$ cat config.mk
export PLATFORM = sky130hd
export DESIGN_NAME = pc_fetch_ctrl
export DESIGN_NICKNAME = d
export VERILOG_FILES = /design/src/rtl/pc_fetch_ctrl.sv
export SDC_FILE = /design/constraint.sdc
export NUM_CORES = 1
export LEC_CHECK = 0
export ABC_CLOCK_PERIOD_IN_PS = 3500
export CAP_MARGIN = 10
export CORE_MARGIN = 2
export CORE_UTILIZATION = 43
export DETAILED_ROUTE_END_ITERATION = 7
export GPL_ROUTABILITY_DRIVEN = 1
export PLACE_DENSITY = 0.7
export RECOVER_POWER = 25
export SETUP_SLACK_MARGIN = 0.05
export SYNTH_ARGS = -nofsm -noshare
export SYNTH_HDL_FRONTEND = slang
export SYNTH_SLANG_ARGS = --single-unit
$ cat constraint.sdc
create_clock -name clk -period 3.5 [get_ports clk]
set_input_delay 1.05 -clock clk [delete_from_list [all_inputs] [get_ports clk]]
set_output_delay 1.05 -clock clk [all_outputs]
set_load 0.005 [all_outputs]
$ cat src/rtl/pc_fetch_ctrl.sv
// Program-counter / fetch sequencer: start, halt, stall and one-bubble redirect handling plus a saturating run-cycle counter.
// Latency: all outputs registered; a redirect costs one bubble cycle, and the target is loaded at the end of that bubble.
// Backpressure: stall holds prog_ctr with fetch_valid kept high; halt_req and end-of-address-space stop fetch until the next start.
module pc_fetch_ctrl #(
    parameter int unsigned    D        = 12,
    parameter logic [D-1:0]   START_PC = '0,
    parameter int unsigned    CNT_W    = 16
) (
    input  logic             clk,
    input  logic             rst_n,
    input  logic             start,
    input  logic             halt_req,
    input  logic             stall,
    input  logic             redirect,
    input  logic [D-1:0]     target,
    output logic [D-1:0]     prog_ctr,
    output logic             fetch_valid,
    output logic             done,
    output logic [CNT_W-1:0] run_cycles
);

    typedef enum logic [1:0] {
        IDLE     = 2'd0,
        RUN      = 2'd1,
        TGT_WAIT = 2'd2,
        HALT     = 2'd3
    } state_t;

    localparam logic [D-1:0]     PC_MAX  = {D{1'b1}};
    localparam logic [CNT_W-1:0] CNT_MAX = {CNT_W{1'b1}};

    state_t           state, state_nxt;
    logic [D-1:0]     pc_nxt;
    logic             fv_nxt;
    logic             done_nxt;
    logic [CNT_W-1:0] rc_nxt;

    // State and output registers; reset clears everything even mid-redirect.
    always_ff @(posedge clk or negedge rst_n) begin
        if (!rst_n) begin
            state       <= IDLE;
            prog_ctr    <= '0;
            fetch_valid <= 1'b0;
            done        <= 1'b0;
            run_cycles  <= '0;
        end else begin
            state       <= state_nxt;
            prog_ctr    <= pc_nxt;
            fetch_valid <= fv_nxt;
            done        <= done_nxt;
            run_cycles  <= rc_nxt;
        end
    end

    // Next-state and next-output logic; RUN priority is halt > redirect > stall > increment.
    always_comb begin
        state_nxt = state;
        pc_nxt    = prog_ctr;
        fv_nxt    = fetch_valid;
        done_nxt  = done;
        rc_nxt    = run_cycles;

        // Count every cycle spent fetching or waiting on a target, pinned at the top value.
        if ((state == RUN || state == TGT_WAIT) && run_cycles != CNT_MAX) begin
            rc_nxt = run_cycles + CNT_W'(1);
        end

        case (state)
            IDLE, HALT: begin
                fv_nxt = 1'b0;
                if (start) begin
                    state_nxt = RUN;
                    pc_nxt    = START_PC;
                    fv_nxt    = 1'b1;
                    done_nxt  = 1'b0;
                    rc_nxt    = '0;
                end
            end
            RUN: begin
                if (halt_req) begin
                    state_nxt = HALT;
                    done_nxt  = 1'b1;
                    fv_nxt    = 1'b0;
                end else if (redirect) begin
                    // Hold the call-site address so the LUT stage still sees it this cycle.
                    state_nxt = TGT_WAIT;
                    fv_nxt    = 1'b0;
                end else if (stall) begin
                    fv_nxt    = 1'b1;
                end else if (prog_ctr == PC_MAX) begin
                    // Running off the end of the address space stops execution rather than wrapping.
                    state_nxt = HALT;
                    done_nxt  = 1'b1;
                    fv_nxt    = 1'b0;
                end else begin
                    pc_nxt    = prog_ctr + D'(1);
                    fv_nxt    = 1'b1;
                end
            end
            TGT_WAIT: begin
                // Decode cannot issue in the bubble, so stall and redirect have no meaning here.
                if (halt_req) begin
                    state_nxt = HALT;
                    done_nxt  = 1'b1;
                    fv_nxt    = 1'b0;
                end else begin
                    state_nxt = RUN;
                    pc_nxt    = target;
                    fv_nxt    = 1'b1;
                end
            end
            default: begin
                state_nxt = IDLE;
                fv_nxt    = 1'b0;
            end
        endcase
    end

endmodule

Word-level counts from Yosys, hierarchy flattened

Index checks and enable logic that the tools add are counted.

Flip-flop bits (word level): 32
Bits of input ports: 18
Output and inout bits: 30
Word-level logic and storage cells: 62

Add/subtract/negate cells: 2
Equality and inequality tests: 17
Muxes and demuxes: 31
Reductions and logical operators: 7

Operators with widths:

| kind                                                | count |
|---|---|
| 2-to-1 mux 12 bit                                   | 6 |
| 2-to-1 mux 16 bit                                   | 3 |
| case mux 12 bit (3 select lines)                    | 1 |
| adder 16 x 1 -> 16 bit, second input constant       | 1 |
| != test 16 bit, second input constant               | 1 |
| != test 2 bit, second input constant                | 7 |
| adder 12 x 1 -> 12 bit, second input constant       | 1 |
| equality test 12 bit, second input constant         | 1 |
| 2-to-1 mux 1 bit                                    | 12 |
| 2-to-1 mux 2 bit                                    | 6 |
| != test 3 bit, second input constant                | 2 |
| case mux 1 bit (3 select lines)                     | 2 |
| case mux 2 bit (3 select lines)                     | 1 |
| AND reduction 6 bit                                 | 1 |
| AND reduction 5 bit                                 | 1 |
| equality test 2 bit, second input constant          | 2 |
| != test 4 x 3 -> 1 bit, second input constant       | 1 |
| != test 4 bit, second input constant                | 1 |
| != test 3 x 2 -> 1 bit, second input constant       | 1 |
| AND reduction 3 bit                                 | 1 |
| equality test 2 x 1 -> 1 bit, second input constant | 1 |
| logical NOT 2 bit                                   | 1 |
| OR reduction 2 bit                                  | 1 |
| logical AND 1 bit                                   | 1 |
| logical OR 1 bit                                    | 1 |

Longest topological paths before layout

Depth in word-level cells: 6
Mapped depth: 8
Depth with buffers taken out: 6

Worst setup path before layout

No wires, ideal clock.

Path type: input to register
Start: in halt_req
End: reg prog_ctr[7]
Setup time: 0.104 ns
Data arrival time: 2.143 ns
Required time: 3.396 ns
Slack: 1.253 ns
Stages: 5
Path buffers: 1
Path through: o31ai_1 -> nand3_1 -> or2_1 -> buf_6 -> a221oi_1

Word-level cells in the longest chain between the ends: 2
Elaborated cells on any way between the ends: 3
Those cells by class: eq/ne (2); reduce/logical (1)

Ends and longest elaborated chain:

| item                                   | RTL line | source |
|---|---|---|
| start, declared                        | 12       | `input logic halt_req,` |
| != test 2 bit (no source line)         | n/a      |  |
| AND reduction 6 bit (no source line) * | n/a      |  |
| end signal, assigned                   | 48       | `prog_ctr <= pc_nxt;` |
| end, declared                          | 16       | `output logic [D-1:0] prog_ctr,` |

Every way passes the cells marked *; elsewhere a longest branch is shown, timed or not.
A chain may end at the register's enable or synchronous reset.

Final worst setup path

Ends and elaborated chain as after synthesis.

==> results.env <==
PORT_BUFFERS=47
CLOCK_SINKS=32
DIE_AR_SQ_UM=5420
CLK_PIN_SLEW_NS=0.07
NETLIST_INSTANCES=230
RUN_STATUS='finished with violations'
FIN_SETUP_TNS_NS=0
MAXSLEWHEADROOM_PCT=-18.7
HOLDCRITPATHCLASS='reg -> reg'
SYNTH_TOP_AREA_CELL='sky130_fd_sc_hd__dfrtp_1'
R2R-START='state[0]$_DFFE_PN0P_'
POSTSYNTHREGISTERBITS=32
HOLD_BUFFERS=0
GP_CONGESTION=0.816
DRT_ITER0_DRC=187
GRT_PASS1_VIAS=1864
SYN_NETS=252
CTS_HTREE_LEVELS=2
FINAL-SETUP-VIOL-COUNT=0
NUM_ROWS=25
REQUIRED_ARRIVAL_TIME_AT_THE_WORST_ENDPOINT_NS=3.67
FIRST_PASS_GRT_WIRE_LENGTH_MICRONS=9120
REMAINING_DRC_ERRORS=0
YOSYS.CELL_COUNT.TOP_TYPE='sky130_fd_sc_hd__dfrtp_1'
RSZ0062_AT_GRT='no'
LAYOUT_WORST_PATH_CYCLE_SHARE_PCT=79.3
SYNTH_LARGEST_TYPE_AREA_FRACTION_PCT=38.4
ASYNCSETRESETFLOPFRACSYNTH_PCT=100
GRT_UTIL_ALL_LAYERS_PCT=21.7
YS.WARNINGS.COUNT=0
SLOWEST_STAGE_DELAY_CP_NS=0.48
SYNTH_AREA_PER_CELL_SQ_UM=9.06
FINALMAXSLEWVIOLATIONS=33
POWER.LEAKAGE_nW=1.04
AREA.GROWTH.SYNTH_TO_FINAL_PCT=30.1
CPLARGESTDELAYFAMILY='simple AND/OR/NAND/NOR gates'
GRT_ANTENNA_BEFORE_REPAIR=0
CRIT_CHAIN='clkdlybuf4s50_1 > o31ai_1 > nand3_1 > or2_1 > a221oi_1'
POST_DRT_WL_PER_CELL_MICRONS=16.7
IO_PINS=48
CTS.REPAIR.RESIZED=0
MAX_FREQ_GHz=0.360
GRT_MAX_DEGREE=33
FINAL_ANTENNA_NET_COUNT=0
SLOWEST_STAGE='sky130_fd_sc_hd__clkdlybuf4s50_1'
FINALHOLDVIOLATIONS=0
SYNTH.DISTINCT_CELLS=58
DRT_PASS1_ITERATIONS=4
CLK_PATH_BUF_DEPTH=2
WORST_EP_ARRIVAL_TIME_NS=2.95
PLACED_CELLS=323
WORST_CASE_VDD_IR_DROP_mV=0.247
FINAL_NET_COUNT=298
MAPPED_AREA_SQ_UM=2080
CRIT_BUF_INV=1
HP-START='done$_DFFE_PN0P_'
VERTICAL_DIE_DIMENSION_MICRONS=73.6
AREA_OF_THE_PLACEABLE_CORE_SQ_UM=4690
WL_MICRONS=5540
NUM_ANTENNA_CELLS=0
PERIOD_MINUS_SLACK_NS=2.78
TIMING.CRITICAL_PATH.FANOUT_MAX=10
WORSTHOLDENDPOINT='done$_DFFE_PN0P_'
TIMING.MAX_CAP.VIOLATIONS=1
START_KIND='input port'
YS_TOP_CELLS_BY_COUNT='32 x sky130_fd_sc_hd__dfrtp_1, 18 x sky130_fd_sc_hd__nand2_1, 14 x sky130_fd_sc_hd__a21oi_1'
CRITPATHKIND='in -> reg'
FIN_WORST_SKEW_NS=0.00874
POWER_DENSITY_nW_PER_UM2=694
WORSTMARGINPINSLEW_NS=1.78
R2R-END='prog_ctr[7]$_DFFE_PN0P_'
STARTING_DENSITY_OF_THE_CORE_PCT=44.4
DETAILED_PLACER_S_ENDING_HPWL_MICRONS=3900
WORST_HOLD_PATH.NUM_CELLS=1
REG2REG_SLACK_NS=1.21
FIN_CELLS=331
CTS_MADE_BUFFERS=5
SYNTH.YOSYS.SEQ_AREA_SHARE_PCT=38.4
GRT-OVFL-TOTAL=0
FINALHOLDWORSTSLACK_NS=0.523
VIOLATIONS='max-capacitance violations, max-slew violations'
END_KIND='flop'
CLOCK_TREE_FROM_TRITONCTS='built'
SYNTH_AREA_LEADERS='sky130_fd_sc_hd__dfrtp_1 38%, sky130_fd_sc_hd__o31ai_1 3.6%, sky130_fd_sc_hd__a21oi_1 3.4%'
NUMBER_OF_SYNTHESIZED_FLOPS_WITH_AN_ENABLE_PIN=0
DIE_W_MICRONS=73.6
DRIVE_GT1_SHARE_PCT=6.50
CTS-ROOT-BUF='sky130_fd_sc_hd__clkbuf_8'
SYNTH_FF_TYPE='sky130_fd_sc_hd__dfrtp_1'
NUM_VIAS=2048
RR_WORST_DEPTH=6
POST_LAYOUT_INSTANCE_AREA_SQ_UM=2710
DPL-INSTANCE-AREA_SQ_UM=2590
VIA_DENSITY_PER_INSTANCE=6.19
CLOCK_LATENCY_NS=0.29
POSTCTSSETUPBUFFERS=0
==> worst max path at each step <==
stage              from                      end  slack [ns]  cells after the start
2_1_floorplan  halt_req  prog_ctr[7]$_DFFE_PN0P_        1.25                      5
4_1_cts        halt_req  prog_ctr[7]$_DFFE_PN0P_        0.73                      5
3_5_place_dp   halt_req  prog_ctr[7]$_DFFE_PN0P_        0.45                      5
5_1_grt           rst_n  run_cycles[4]$_DFF_PN0_        0.35                      2
6_report       halt_req  prog_ctr[7]$_DFFE_PN0P_        0.72                      5
3_3_place_gp   halt_req  prog_ctr[7]$_DFFE_PN0P_        0.56                      5
==> layer usage <==
| metal | routed length (microns) | track usage, % |
|---|---|---|
| met5 | 0 | 0 |
| met4 | 55 | 5.86 |
| met2 | 2680 | 34.7 |
| met3 | 272 | 4.80 |
| met1 | 2530 | 29.7 |
==> power by group <==
part | switching, mW | total (mW) | leakage (nW) | internal (mW)
combinational | 0.474 | 0.878 | 0.542 | 0.405
sequential | 0.143 | 0.609 | 0.430 | 0.466
clock | 0.143 | 0.394 | 0.0645 | 0.251
==> cell families (layout without fill, tap and decap cells) <==
group	count (synthesis)	in the layout	share of synthesized area (%)
buf+inv	21	68	4.32
xor+xnor	1	1	0.420
fa+ha+maj	4	4	2.40
simple gates	91	91	25.6
flops	32	32	38.4
mux	4	4	1.92
compound gates	77	77	27.0
==> sequential cells by signal (all words and copies together), names as in the netlist <==
name	count
done	1
fetch_valid	1
prog_ctr	12
run_cycles	16
state	2
==> final cells by class <==
cell class | instances | area, sq um
multi-input cells | 177 | 1190
fillers | 434 | 1980
repair buffers | 49 | 482
flip-flops and latches | 32 | 801
clock inverters | 1 | 30.0
well taps | 54 | 67.6
inverters | 11 | 41.3
clock buffers | 7 | 96.3
==> cell usage in the layout, fill, tap and decap left out, drive strengths merged, types with 3 or more instances in the layout <==
cell type,count
or3,4
o21ai,8
a311oi,3
and2,3
nand4,9
nand2b,9
mux2i,4
clkdlybuf4s50,47
and4,3
ha,4
a21oi,14
clkbuf,8
and3,3
nor3,4
nor2b,3
inv,10
nor4,4
o2bb2ai,6
a32o,3
a211oi,4
a22oi,3
o31ai,10
nor2,10
nand3,11
o311ai,4
o41ai,4
o2111ai,3
or4,5
dfrtp,32
nand2,18
==> stage by stage <==
step / utilization, % / setup slack [ns] / power, mW
CTS: 57.9 / 0.733 / 1.89
floorplan: - / 1.25 / 1.16
global route: 57.8 / 0.346 / 2.03
global placement: 55.2 / 0.565 / 1.47
detailed placement: 55.2 / 0.447 / 1.48
finish: 57.8 / 0.724 / 1.88
Power figures use the tool's default switching activity.
